[src/rtl/fp_pkg.sv]
// Shared helpers for the floating-point datapath: field extract/pack,
// classification and the constants the adder pipeline relies on.
package fp_pkg;

  // Container width for the width-generic helpers below (covers up to binary64).
  localparam int FP_MAX_W = 64;

  // Guard, round and sticky bits carried below the aligned significand.
  localparam int GRS_W = 3;

  // Canonical NaN returned for every invalid operation: the all-ones word.
  localparam logic [FP_MAX_W-1:0] FP_CANON_NAN = '1;

  function automatic logic [FP_MAX_W-1:0] fp_mask(input int n);
    return (FP_MAX_W'(1) << n) - FP_MAX_W'(1);
  endfunction

  function automatic logic fp_sign(input logic [FP_MAX_W-1:0] w, input int ew, input int mw);
    return 1'(w >> (ew + mw));
  endfunction

  function automatic logic [FP_MAX_W-1:0] fp_exp(input logic [FP_MAX_W-1:0] w, input int ew,
                                                 input int mw);
    return (w >> mw) & fp_mask(ew);
  endfunction

  function automatic logic [FP_MAX_W-1:0] fp_man(input logic [FP_MAX_W-1:0] w, input int mw);
    return w & fp_mask(mw);
  endfunction

  function automatic logic [FP_MAX_W-1:0] fp_pack(input logic s, input logic [FP_MAX_W-1:0] e,
                                                  input logic [FP_MAX_W-1:0] m, input int ew,
                                                  input int mw);
    return (FP_MAX_W'(s) << (ew + mw)) | ((e & fp_mask(ew)) << mw) | (m & fp_mask(mw));
  endfunction

  function automatic logic fp_is_nan(input logic [FP_MAX_W-1:0] w, input int ew, input int mw);
    return (fp_exp(w, ew, mw) == fp_mask(ew)) && (fp_man(w, mw) != '0);
  endfunction

  function automatic logic fp_is_inf(input logic [FP_MAX_W-1:0] w, input int ew, input int mw);
    return (fp_exp(w, ew, mw) == fp_mask(ew)) && (fp_man(w, mw) == '0);
  endfunction

  // Zero exponent counts as zero: denormals are flushed to signed zero.
  function automatic logic fp_is_zero(input logic [FP_MAX_W-1:0] w, input int ew, input int mw);
    return fp_exp(w, ew, mw) == '0;
  endfunction

endpackage

[src/rtl/fp_lzc.sv]
// Parametrised leading-zero counter; an all-zero input reports WIDTH.
module fp_lzc #(
  parameter int WIDTH = 28
) (
  input  logic [WIDTH-1:0]           value,
  output logic [$clog2(WIDTH+1)-1:0] count
);

  localparam int CW = $clog2(WIDTH + 1);

  // Scan upward so the most significant set bit has the final say.
  always_comb begin
    count = CW'(WIDTH);
    for (int i = 0; i < WIDTH; i++) begin
      if (value[i]) count = CW'(WIDTH - 1 - i);
    end
  end

endmodule

[src/rtl/fp_add_pipe.sv]
// Three-stage floating-point adder/subtractor with valid/ready handshake,
// round-to-nearest-even, flush-to-zero and IEEE special-value handling.
module fp_add_pipe
  import fp_pkg::*;
#(
  parameter int EW = 8,
  parameter int MW = 23
) (
  input  logic           clk,
  input  logic           rst,
  input  logic           in_valid,
  output logic           in_ready,
  input  logic [EW+MW:0] a,
  input  logic [EW+MW:0] b,
  input  logic           sub,
  output logic           out_valid,
  input  logic           out_ready,
  output logic [EW+MW:0] z
);

  localparam int W   = EW + MW + 1;
  localparam int FW  = MW + 1 + GRS_W;
  localparam int SW  = FW + 1;
  localparam int LZW = $clog2(SW + 1);
  localparam int EXW = EW + 2;

  logic stall;
  assign stall    = out_valid && !out_ready;
  assign in_ready = !stall;

  logic [FP_MAX_W-1:0] a_ext, b_ext;
  assign a_ext = FP_MAX_W'(a);
  assign b_ext = FP_MAX_W'(b);

  // Stage 1 combinational: classify, resolve specials, order by magnitude, align.
  logic          sa, sb, sx, sy, a_big, special1;
  logic [EW-1:0] ea, eb, ex, ey, ediff;
  logic [MW-1:0] ma, mb, mx, my;
  logic [FW-1:0] my_ext, my_sh, mx_al, my_al;
  logic [W-1:0]  word1;
  always_comb begin
    sa = fp_sign(a_ext, EW, MW);
    sb = fp_sign(b_ext, EW, MW) ^ sub;
    ea = EW'(fp_exp(a_ext, EW, MW));
    eb = EW'(fp_exp(b_ext, EW, MW));
    ma = MW'(fp_man(a_ext, MW));
    mb = MW'(fp_man(b_ext, MW));
    special1 = 1'b1;
    word1    = '0;
    if (fp_is_nan(a_ext, EW, MW) || fp_is_nan(b_ext, EW, MW) ||
        (fp_is_inf(a_ext, EW, MW) && fp_is_inf(b_ext, EW, MW) && (sa != sb)))
      word1 = W'(FP_CANON_NAN);
    else if (fp_is_inf(a_ext, EW, MW))
      word1 = W'(fp_pack(sa, fp_mask(EW), '0, EW, MW));
    else if (fp_is_inf(b_ext, EW, MW))
      word1 = W'(fp_pack(sb, fp_mask(EW), '0, EW, MW));
    else if (fp_is_zero(a_ext, EW, MW) && fp_is_zero(b_ext, EW, MW))
      word1 = W'(fp_pack(sa & sb, '0, '0, EW, MW));
    else if (fp_is_zero(a_ext, EW, MW))
      word1 = W'(fp_pack(sb, FP_MAX_W'(eb), FP_MAX_W'(mb), EW, MW));
    else if (fp_is_zero(b_ext, EW, MW))
      word1 = W'(fp_pack(sa, FP_MAX_W'(ea), FP_MAX_W'(ma), EW, MW));
    else
      special1 = 1'b0;

    a_big  = {ea, ma} >= {eb, mb};
    sx     = a_big ? sa : sb;
    sy     = a_big ? sb : sa;
    ex     = a_big ? ea : eb;
    ey     = a_big ? eb : ea;
    mx     = a_big ? ma : mb;
    my     = a_big ? mb : ma;
    ediff  = ex - ey;
    mx_al  = {1'b1, mx, {GRS_W{1'b0}}};
    my_ext = {1'b1, my, {GRS_W{1'b0}}};
    my_sh  = my_ext >> ediff;
    if (32'(ediff) >= 32'(MW + GRS_W))
      my_al = FW'(1);
    else
      my_al = {my_sh[FW-1:1], my_sh[0] | (|(my_ext & ~({FW{1'b1}} << ediff)))};
  end

  logic          s1_valid, s1_special, s1_sign, s1_sub;
  logic [W-1:0]  s1_word;
  logic [EW-1:0] s1_exp;
  logic [FW-1:0] s1_mx, s1_my;

  // Stage 1 register: capture aligned operands whenever the pipe is moving.
  always_ff @(posedge clk) begin
    if (rst) begin
      s1_valid <= 1'b0; s1_special <= 1'b0; s1_sign <= 1'b0; s1_sub <= 1'b0;
      s1_word  <= '0;   s1_exp     <= '0;   s1_mx   <= '0;   s1_my  <= '0;
    end else if (!stall) begin
      s1_valid   <= in_valid;
      s1_special <= special1;
      s1_word    <= word1;
      s1_sign    <= sx;
      s1_sub     <= sx ^ sy;
      s1_exp     <= ex;
      s1_mx      <= mx_al;
      s1_my      <= my_al;
    end
  end

  // Stage 2: magnitude add or subtract; X is never smaller than Y.
  logic [SW-1:0]  sum2;
  logic [LZW-1:0] lzc2;
  assign sum2 = s1_sub ? ({1'b0, s1_mx} - {1'b0, s1_my}) : ({1'b0, s1_mx} + {1'b0, s1_my});

  fp_lzc #(.WIDTH(SW)) u_lzc (
    .value(sum2),
    .count(lzc2)
  );

  logic           s2_valid, s2_special, s2_sign;
  logic [W-1:0]   s2_word;
  logic [EW-1:0]  s2_exp;
  logic [SW-1:0]  s2_sum;
  logic [LZW-1:0] s2_lzc;

  // Stage 2 register: raw sum plus its leading-zero count.
  always_ff @(posedge clk) begin
    if (rst) begin
      s2_valid <= 1'b0; s2_special <= 1'b0; s2_sign <= 1'b0;
      s2_word  <= '0;   s2_exp     <= '0;   s2_sum  <= '0; s2_lzc <= '0;
    end else if (!stall) begin
      s2_valid   <= s1_valid;
      s2_special <= s1_special;
      s2_word    <= s1_word;
      s2_sign    <= s1_sign;
      s2_exp     <= s1_exp;
      s2_sum     <= sum2;
      s2_lzc     <= lzc2;
    end
  end

  // Stage 3 combinational: normalise (lzc of 1 means already normal), round, pack.
  logic           carry, guard, rnd, sticky, round_up;
  logic [LZW-1:0] sh;
  logic [SW-2:0]  shifted;
  logic [MW:0]    mant;
  logic [MW+1:0]  mant_r;
  logic [MW-1:0]  frac;
  logic [EXW-1:0] e_pre, e_fin;
  logic [W-1:0]   z_next;
  always_comb begin
    carry   = s2_sum[SW-1];
    sh      = s2_lzc - LZW'(1);
    shifted = (SW-1)'(s2_sum << sh);
    if (carry) begin
      mant   = s2_sum[SW-1:4];
      guard  = s2_sum[3];
      rnd    = s2_sum[2];
      sticky = s2_sum[1] | s2_sum[0];
      e_pre  = EXW'(s2_exp) + EXW'(1);
    end else begin
      mant   = shifted[SW-2:3];
      guard  = shifted[2];
      rnd    = shifted[1];
      sticky = shifted[0];
      e_pre  = EXW'(s2_exp) - EXW'(sh);
    end
    round_up = guard & (rnd | sticky | mant[0]);
    mant_r   = {1'b0, mant} + (MW+2)'(round_up);
    if (mant_r[MW+1]) begin
      frac  = mant_r[MW:1];
      e_fin = e_pre + EXW'(1);
    end else begin
      frac  = mant_r[MW-1:0];
      e_fin = e_pre;
    end

    if (s2_special)
      z_next = s2_word;
    else if (s2_sum == '0)
      z_next = '0;
    else if (!e_fin[EXW-1] && (e_fin >= EXW'((1 << EW) - 1)))
      z_next = {s2_sign, {EW{1'b1}}, {MW{1'b0}}};
    else if (e_fin[EXW-1] || (e_fin == '0))
      z_next = {s2_sign, {(EW+MW){1'b0}}};
    else
      z_next = {s2_sign, e_fin[EW-1:0], frac};
  end

  // Output register: holds result and valid steady while the consumer stalls.
  always_ff @(posedge clk) begin
    if (rst) begin
      out_valid <= 1'b0;
      z         <= '0;
    end else if (!stall) begin
      out_valid <= s2_valid;
      z         <= z_next;
    end
  end

endmodule

[config.mk]
export PLATFORM = sky130hd
export DESIGN_NAME = fp_add_pipe
export DESIGN_NICKNAME = d
export VERILOG_FILES = /design/src/rtl/fp_pkg.sv /design/src/rtl/fp_lzc.sv /design/src/rtl/fp_add_pipe.sv
export SDC_FILE = /design/constraint.sdc
export NUM_CORES = 1
export LEC_CHECK = 0
export CAP_MARGIN = 5
export CORE_AREA = 2 2 197 199
export CTS_CLUSTER_SIZE = 20
export DETAILED_ROUTE_END_ITERATION = 8
export DIE_AREA = 0 0 199 201
export GPL_TIMING_DRIVEN = 0
export PLACE_DENSITY_LB_ADDON = 0.2
export SYNTH_ARGS = -nofsm -noshare
export SYNTH_HDL_FRONTEND = slang
export SYNTH_HIERARCHICAL = 1
export SYNTH_SLANG_ARGS = --single-unit
export TNS_END_PERCENT = 50
[constraint.sdc]
create_clock -name clk -period 6.8 [get_ports clk]
set_input_delay 1.36 -clock clk [delete_from_list [all_inputs] [get_ports clk]]
set_output_delay 1.36 -clock clk [all_outputs]
set_load 0.01 [all_outputs]
==> results of run 1 <==
## cell usage in the layout (no fill, tap or decap), types with 24 or more instances in the layout
| master | Yosys | routed |
|---|---|---|
| a311oi_1 | 33 | 33 |
| mux4_2 | 27 | 27 |
| a22oi_1 | 33 | 33 |
| xnor2_1 | 44 | 43 |
| nand2_1 | 362 | 362 |
| mux2i_1 | 97 | 97 |
| nand3_1 | 59 | 59 |
| clkdlybuf4s50_1 | 0 | 92 |
| clkbuf_1 | 118 | 107 |
| a21oi_1 | 195 | 194 |
| nor4_1 | 25 | 24 |
| a31oi_1 | 25 | 24 |
| nand4_1 | 31 | 31 |
| nor3_1 | 56 | 53 |
| ha_1 | 91 | 91 |
| a22o_1 | 37 | 37 |
| clkbuf_16 | 0 | 25 |
| nor2_1 | 210 | 210 |
| xor2_1 | 33 | 32 |
| o21ai_0 | 104 | 103 |
| dfxtp_1 | 204 | 204 |
| inv_1 | 115 | 115 |
## where the power goes
| group | switching [uW] | internal (uW) | total [uW] |
|---|---|---|---|
| Combinational | 1560 | 911 | 2470 |
| Clock | 581 | 802 | 1380 |
| Sequential | 103 | 1270 | 1380 |
| Total | 2240 | 2990 | 5230 |
## metrics by stage
stage	cell area, sq um	cells	hold WS (ns)	setup slack, ns
final	19900	2964	0.453	0.168
after global routing	19900	2963	0.469	-0.0142
after CTS	19800	2961	0.451	0.0236
after detailed placement	18800	2915	0.444	-2.86
after global placement	18800	2915	0.438	-2.89
after floorplan	17200	2296	0.428	0.152
## worst min-delay path, stage by stage, from the launching register on
cell	delay, ns
dfxtp_1	0.31
nand2_1	0.05
a21oi_1	0.05
## routing by layer
layer	GRT usage [%]	vias up	wire, um
met1	45.4	8768	30000
met4	16.2	0	3580
met3	4.79	202	5080
li1	-	8615	-
met5	0	-	0
met2	56.9	859	32500
## how the worst max path moves through the flow
stage                     cells past startpoint  start        end  slack, ns
after floorplan                              22  b[28]   s1_my[0]       0.15
after global placement                       22  b[28]  s1_my[19]      -2.89
after detailed placement                     22  b[28]  s1_my[21]      -2.86
after CTS                                    24  b[28]  s1_my[14]       0.02
after global routing                         22  b[17]   s1_my[6]      -0.01
final                                        21   b[6]  s1_my[10]       0.17
## state kept, by name, indices dropped and copies added, names as in the netlist, 5 cells and up
name and cells:
z 32, s1_exp 8, s2_exp 8, s1_my 27
s1_mx 24, s2_sum 28, s1_word 32, s2_lzc 5
s2_word 32
## final cells by class
type / instances / area (sq um)
Sequential cell: 204 / 4080
Clock buffer: 30 / 674
Clock inverter: 16 / 188
Timing Repair Buffer: 106 / 1070
Multi-Input combinational cell: 1819 / 12100
Tap cell: 518 / 648
Fill cell: 3807 / 18200
Inverter: 120 / 453
Buffer: 150 / 674
Antenna cell: 1 / 2.50
## what timing repair did
action	CTS	global route
endpoints found under the setup margin	27	27
gates resized for setup	34	15
buffers inserted	1	4
pin swaps	1	3
## logic make-up (layout without fill, tap and decap cells)
| family | count (synthesis) | in the layout |
|---|---|---|
| and+or+nand+nor | 863 | 863 |
| AOI/OAI and AO/OA | 644 | 644 |
| buffers and inverters | 273 | 422 |
| DFF | 204 | 204 |
| muxes | 140 | 140 |
| adders and majority gates | 93 | 93 |
| xor gates and xnor gates | 79 | 79 |
| other | 0 | 1 |
==> impl_metrics.tcl, run 1 <==
set metrics [dict create \
    outcome "complete, no violations" \
    synthToLayoutAreaGrowth_pct 15.9 \
    finalPower_uw 5230 \
    syn-num-nets 2458 \
    gp_congestion 0.995 \
    ys_seq_area_share_pct 23.8 \
    die_x_um 199 \
    fin_crit_sh_pct 97.5 \
    hp-class "flip-flop to flip-flop" \
    crit_arrival_ns 7.13 \
    clkTransAtPathRegs_ns 0.06 \
    synth_top_family_by_area "compound AO/OA/AOI/OAI gates" \
    p_leak_uw 0.00778 \
    path_max_fanout 19 \
    hold_violations 0 \
    finalSetupTns_ns 0 \
    drt_pass1_iterations 6 \
    powerDensity_nw_per_um2 263 \
    worstHoldStart "s2_word[6]" \
    syn_inst 2296 \
    grt_max_degree 20 \
    holdPathEnd "s2_word[6]" \
    rrSetupSlack_ns 0.62 \
    end_kind "flip-flop" \
    yosys.cell_types.count 100 \
    synthArstFlopShare_pct 0 \
    ctsHtreeMaxLevel 1 \
    utilization_pct 52.2 \
    fmax_mhz 151 \
    synthMuxAreaShare_pct 10.3 \
    cts-root-buf "clkbuf_16" \
    syn_area_sq_um 17200 \
    ir_drop_v 0.000184 \
    cp-start-kind "input pin" \
    drc_errors 0 \
    initial_core_util_pct 45.0 \
    synth_edf_count 0 \
    synth_top_flop_cell "dfxtp_1" \
    drtIter0Drc 1823 \
    hpwl_um 56100 \
    ioPinCount 103 \
    post-route-min-period_ns 6.63 \
    synth_top_cell_area_share_pct 23.8 \
    worstRegToRegCells 23 \
    syn_avg_cell_area_sq_um 7.48 \
    core_area_sq_um 38100 \
    cts_tree "built" \
    worstMarginPinSlew_ns 1.21 \
    cp_cell_sequence "clkdlybuf4s50_1, inv_1, ha_1, and3_1, a221o_1, a31oi_2, o31ai_4, a21oi_4, clkbuf_8, buf_6, buf_2, a21oi_1, ha_1, o311ai_0, a31oi_1, nor3_2, buf_4, o21ai_4, or3_1, nor2_1, a32o_1" \
    critPathTopFamily "compound AO/OA/AOI/OAI gates" \
    grt_pass1_wl_um 107000 \
    viasPerCell 6.22 \
    wirelength_um 71200 \
    wl_per_cell_um 24.0 \
    cts_hold_buf 0 \
    port-buffer-count 101 \
    synth_simple_gate_area_share_pct 23.1 \
    ys_top_cells_by_area "dfxtp_1, nand2_1, ha_1" \
    r2r_start "s2_lzc[0]" \
    synth_compound_area_share_pct 25.2 \
    yosysTopAreaCell "dfxtp_1" \
    fin_skew_ns 0.0216 \
    hold_depth 2 \
    drtAntennaViolNets 0 \
    fp-row-count 72 \
    cp.buffers_inverters 6 \
    clk_path_buf_depth 3 \
    synth_common_cells "nand2_1, nor2_1, dfxtp_1" \
    setup_viol 0 \
    grt_pass1_vias 17600 \
    die_y_um 201 \
    cts_buffers 25 \
    antenna_found_initial 0 \
    grt_overflow 0 \
    layout-drive-gt1-share_pct 7.44 \
    required_ns 7.30 \
    relSlewSlack_pct 18.3 \
    grt_usage_pct 34.9 \
    drv_cap 0 \
    ys_warn_count 6 \
    cp_slowest_stage_delay_ns 0.71 \
    numClockSinks 204 \
    slowest_stage "clkdlybuf4s50_1" \
    synth_xor_area_share_pct 4.25 \
    clkLatencyLatePin_ns 0.56 \
    reg2reg_to "z[11]" \
    path_common_cell "ha_1" \
    vias 18400 \
    yosysMostFrequentCell "nand2_1" \
    synthAdderAreaFrac_pct 6.87 \
    slew_viol_final 0 \
    nets 2588 \
    die_area_sq_um 40000 \
    critPathKind "input pin to flip-flop" \
    ys_ff_latch 204 \
]
Note: power is estimated with default switching activity, not from simulation.
==> inputs of run 2 (changes only) <==
Clock period 6.8 ns to 7.1 ns, I/O delays scaled along.
==> impl_metrics.tcl, run 2 (synthesis results as in run 1) <==
set metrics [dict create \
    outcome "complete, no violations" \
    grt_pass1_wl_um 107000 \
    antenna_found_initial 0 \
    hpwl_um 55800 \
    clkTransAtPathRegs_ns 0.06 \
    drtAntennaViolNets 0 \
    hold_depth 2 \
    clkLatencyLatePin_ns 0.53 \
    worstRegToRegCells 23 \
    hp-class "flip-flop to flip-flop" \
    crit_arrival_ns 7.28 \
    fp-row-count 72 \
    drt_pass1_iterations 6 \
    reg2reg_to "z[15]" \
    core_area_sq_um 38100 \
    drc_errors 0 \
    cts-root-buf "clkbuf_16" \
    fin_skew_ns 0.0206 \
    holdPathEnd "s2_word[8]" \
    grt_max_degree 20 \
    grt_usage_pct 34.8 \
    rsz0062_at_grt "yes" \
    cp-start-kind "input pin" \
    ioPinCount 103 \
    hold_violations 0 \
    critPathTopFamily "buffers and inverters" \
    cp.buffers_inverters 6 \
    cp_slowest_stage_delay_ns 0.60 \
    wl_per_cell_um 23.9 \
    drtIter0Drc 1941 \
    end_kind "flip-flop" \
    post-route-min-period_ns 6.89 \
    grt_pass1_vias 17400 \
    required_ns 7.50 \
    die_y_um 201 \
    p_leak_uw 0.00765 \
    nets 2586 \
    ctsHtreeMaxLevel 1 \
    grt_overflow 0 \
    clk_path_buf_depth 3 \
    port-buffer-count 101 \
    relSlewSlack_pct 35.0 \
    cp_cell_sequence "clkdlybuf4s50_1, inv_1, ha_1, clkbuf_1, nand4_1, or2_2, nor3_4, a21oi_2, clkbuf_4, buf_6, buf_2, nor2_1, a21oi_1, ha_1, nor3_4, a2bb2oi_2, xnor2_2, nand4_1, a2bb2o_1, a211o_1, nor4_1, a31oi_1" \
    numClockSinks 204 \
    cts_tree "built" \
    vias 18500 \
    n_antenna_cell 0 \
    setup_viol 0 \
    gp_congestion 0.980 \
    layout-drive-gt1-share_pct 7.05 \
    pre_cts_slack_ns -2.68 \
    finalWorstSetupSlack_ns 0.214 \
    wirelength_um 70700 \
    finalSetupTns_ns 0 \
    die_area_sq_um 40000 \
    worstHoldStart "s2_word[8]" \
    cts_buffers 24 \
    placed_area_sq_um 18800 \
    layout_commonest_cell "nand2_1" \
    powerDensity_nw_per_um2 251 \
    slowest_stage "clkdlybuf4s50_1" \
    top_regs "s1_word (32), s2_word (32), z (32)" \
    whs_ns 0.447 \
    viasPerCell 6.26 \
    die_x_um 199 \
    rrSetupSlack_ns 0.89 \
    critPathKind "input pin to flip-flop" \
    utilization_pct 51.9 \
    fmax_mhz 145 \
    fin_crit_sh_pct 97.0 \
    path_max_fanout 19 \
    initial_core_util_pct 45.0 \
    ir_drop_v 0.000163 \
    synthToLayoutAreaGrowth_pct 15.2 \
    final_cell_mix "nand2_1, nor2_1, dfxtp_1, a21oi_1, inv_1" \
    slew_viol_final 0 \
    drv_cap 0 \
    finish.instance_area_sq_um 19800 \
    r2r_start "s2_lzc[0]" \
    worstMarginPinSlew_ns 0.963 \
]
==> run 2: final cells by class <==
class / count / area, sq um
Tap cell: 518 / 648
Buffer: 151 / 667
Sequential cell: 204 / 4080
Timing Repair Buffer: 104 / 1030
Fill cell: 3761 / 18300
Multi-Input combinational cell: 1819 / 12100
Inverter: 120 / 453
Clock inverter: 12 / 184
Clock buffer: 31 / 647
==> run 2: where the power goes <==
| part | switching (uW) | internal, uW | total [uW] |
|---|---|---|---|
| combinational | 1480 | 867 | 2340 |
| clock | 511 | 793 | 1300 |
| sequential | 99.1 | 1220 | 1320 |
==> run 2: worst max-delay path by stage <==
stage / endpoint / slack (ns) / from / cells after the start
after floorplan: s1_my[0] / 0.22 / b[28] / 22
after global placement: s1_my[0] / -2.64 / b[28] / 24
after detailed placement: s1_my[19] / -2.68 / b[27] / 22
after CTS: s1_my[14] / 0.09 / a[0] / 24
after global routing: s1_my[0] / -0.002 / b[27] / 22
final: s1_my[0] / 0.21 / b[25] / 22
==> run 2: repair_timing <==
item,CTS,global route
pin swaps,1,1
hold buffers,0,0
setup buffers,2,0
cloned,0,0
endpoints found under the setup margin,27,27
gates resized for setup,21,12
==> run 2: metrics by stage <==
stage / total power [uW] / instances
after floorplan: 2880 / 2296
after global placement: 3600 / 2915
after detailed placement: 3600 / 2915
after CTS: 4910 / 2959
after global routing: 5200 / 2959
final: 4970 / 2959
==> run 2: worst min-delay path, delay by kind of cell (launching register included) <==
family             cells  cell delay (ns)
DFF                    1             0.30
AOI/OAI and AO/OA      1             0.05
and+or+nand+nor        1             0.05
==> run 2: metal layers <==
layer / GRT usage [%] / part of all wire (%)
met2: 57.3 / 46
met5: 0 / 0
met1: 46.5 / 42
met3: 3.36 / 7.4
met4: 14.4 / 4.6
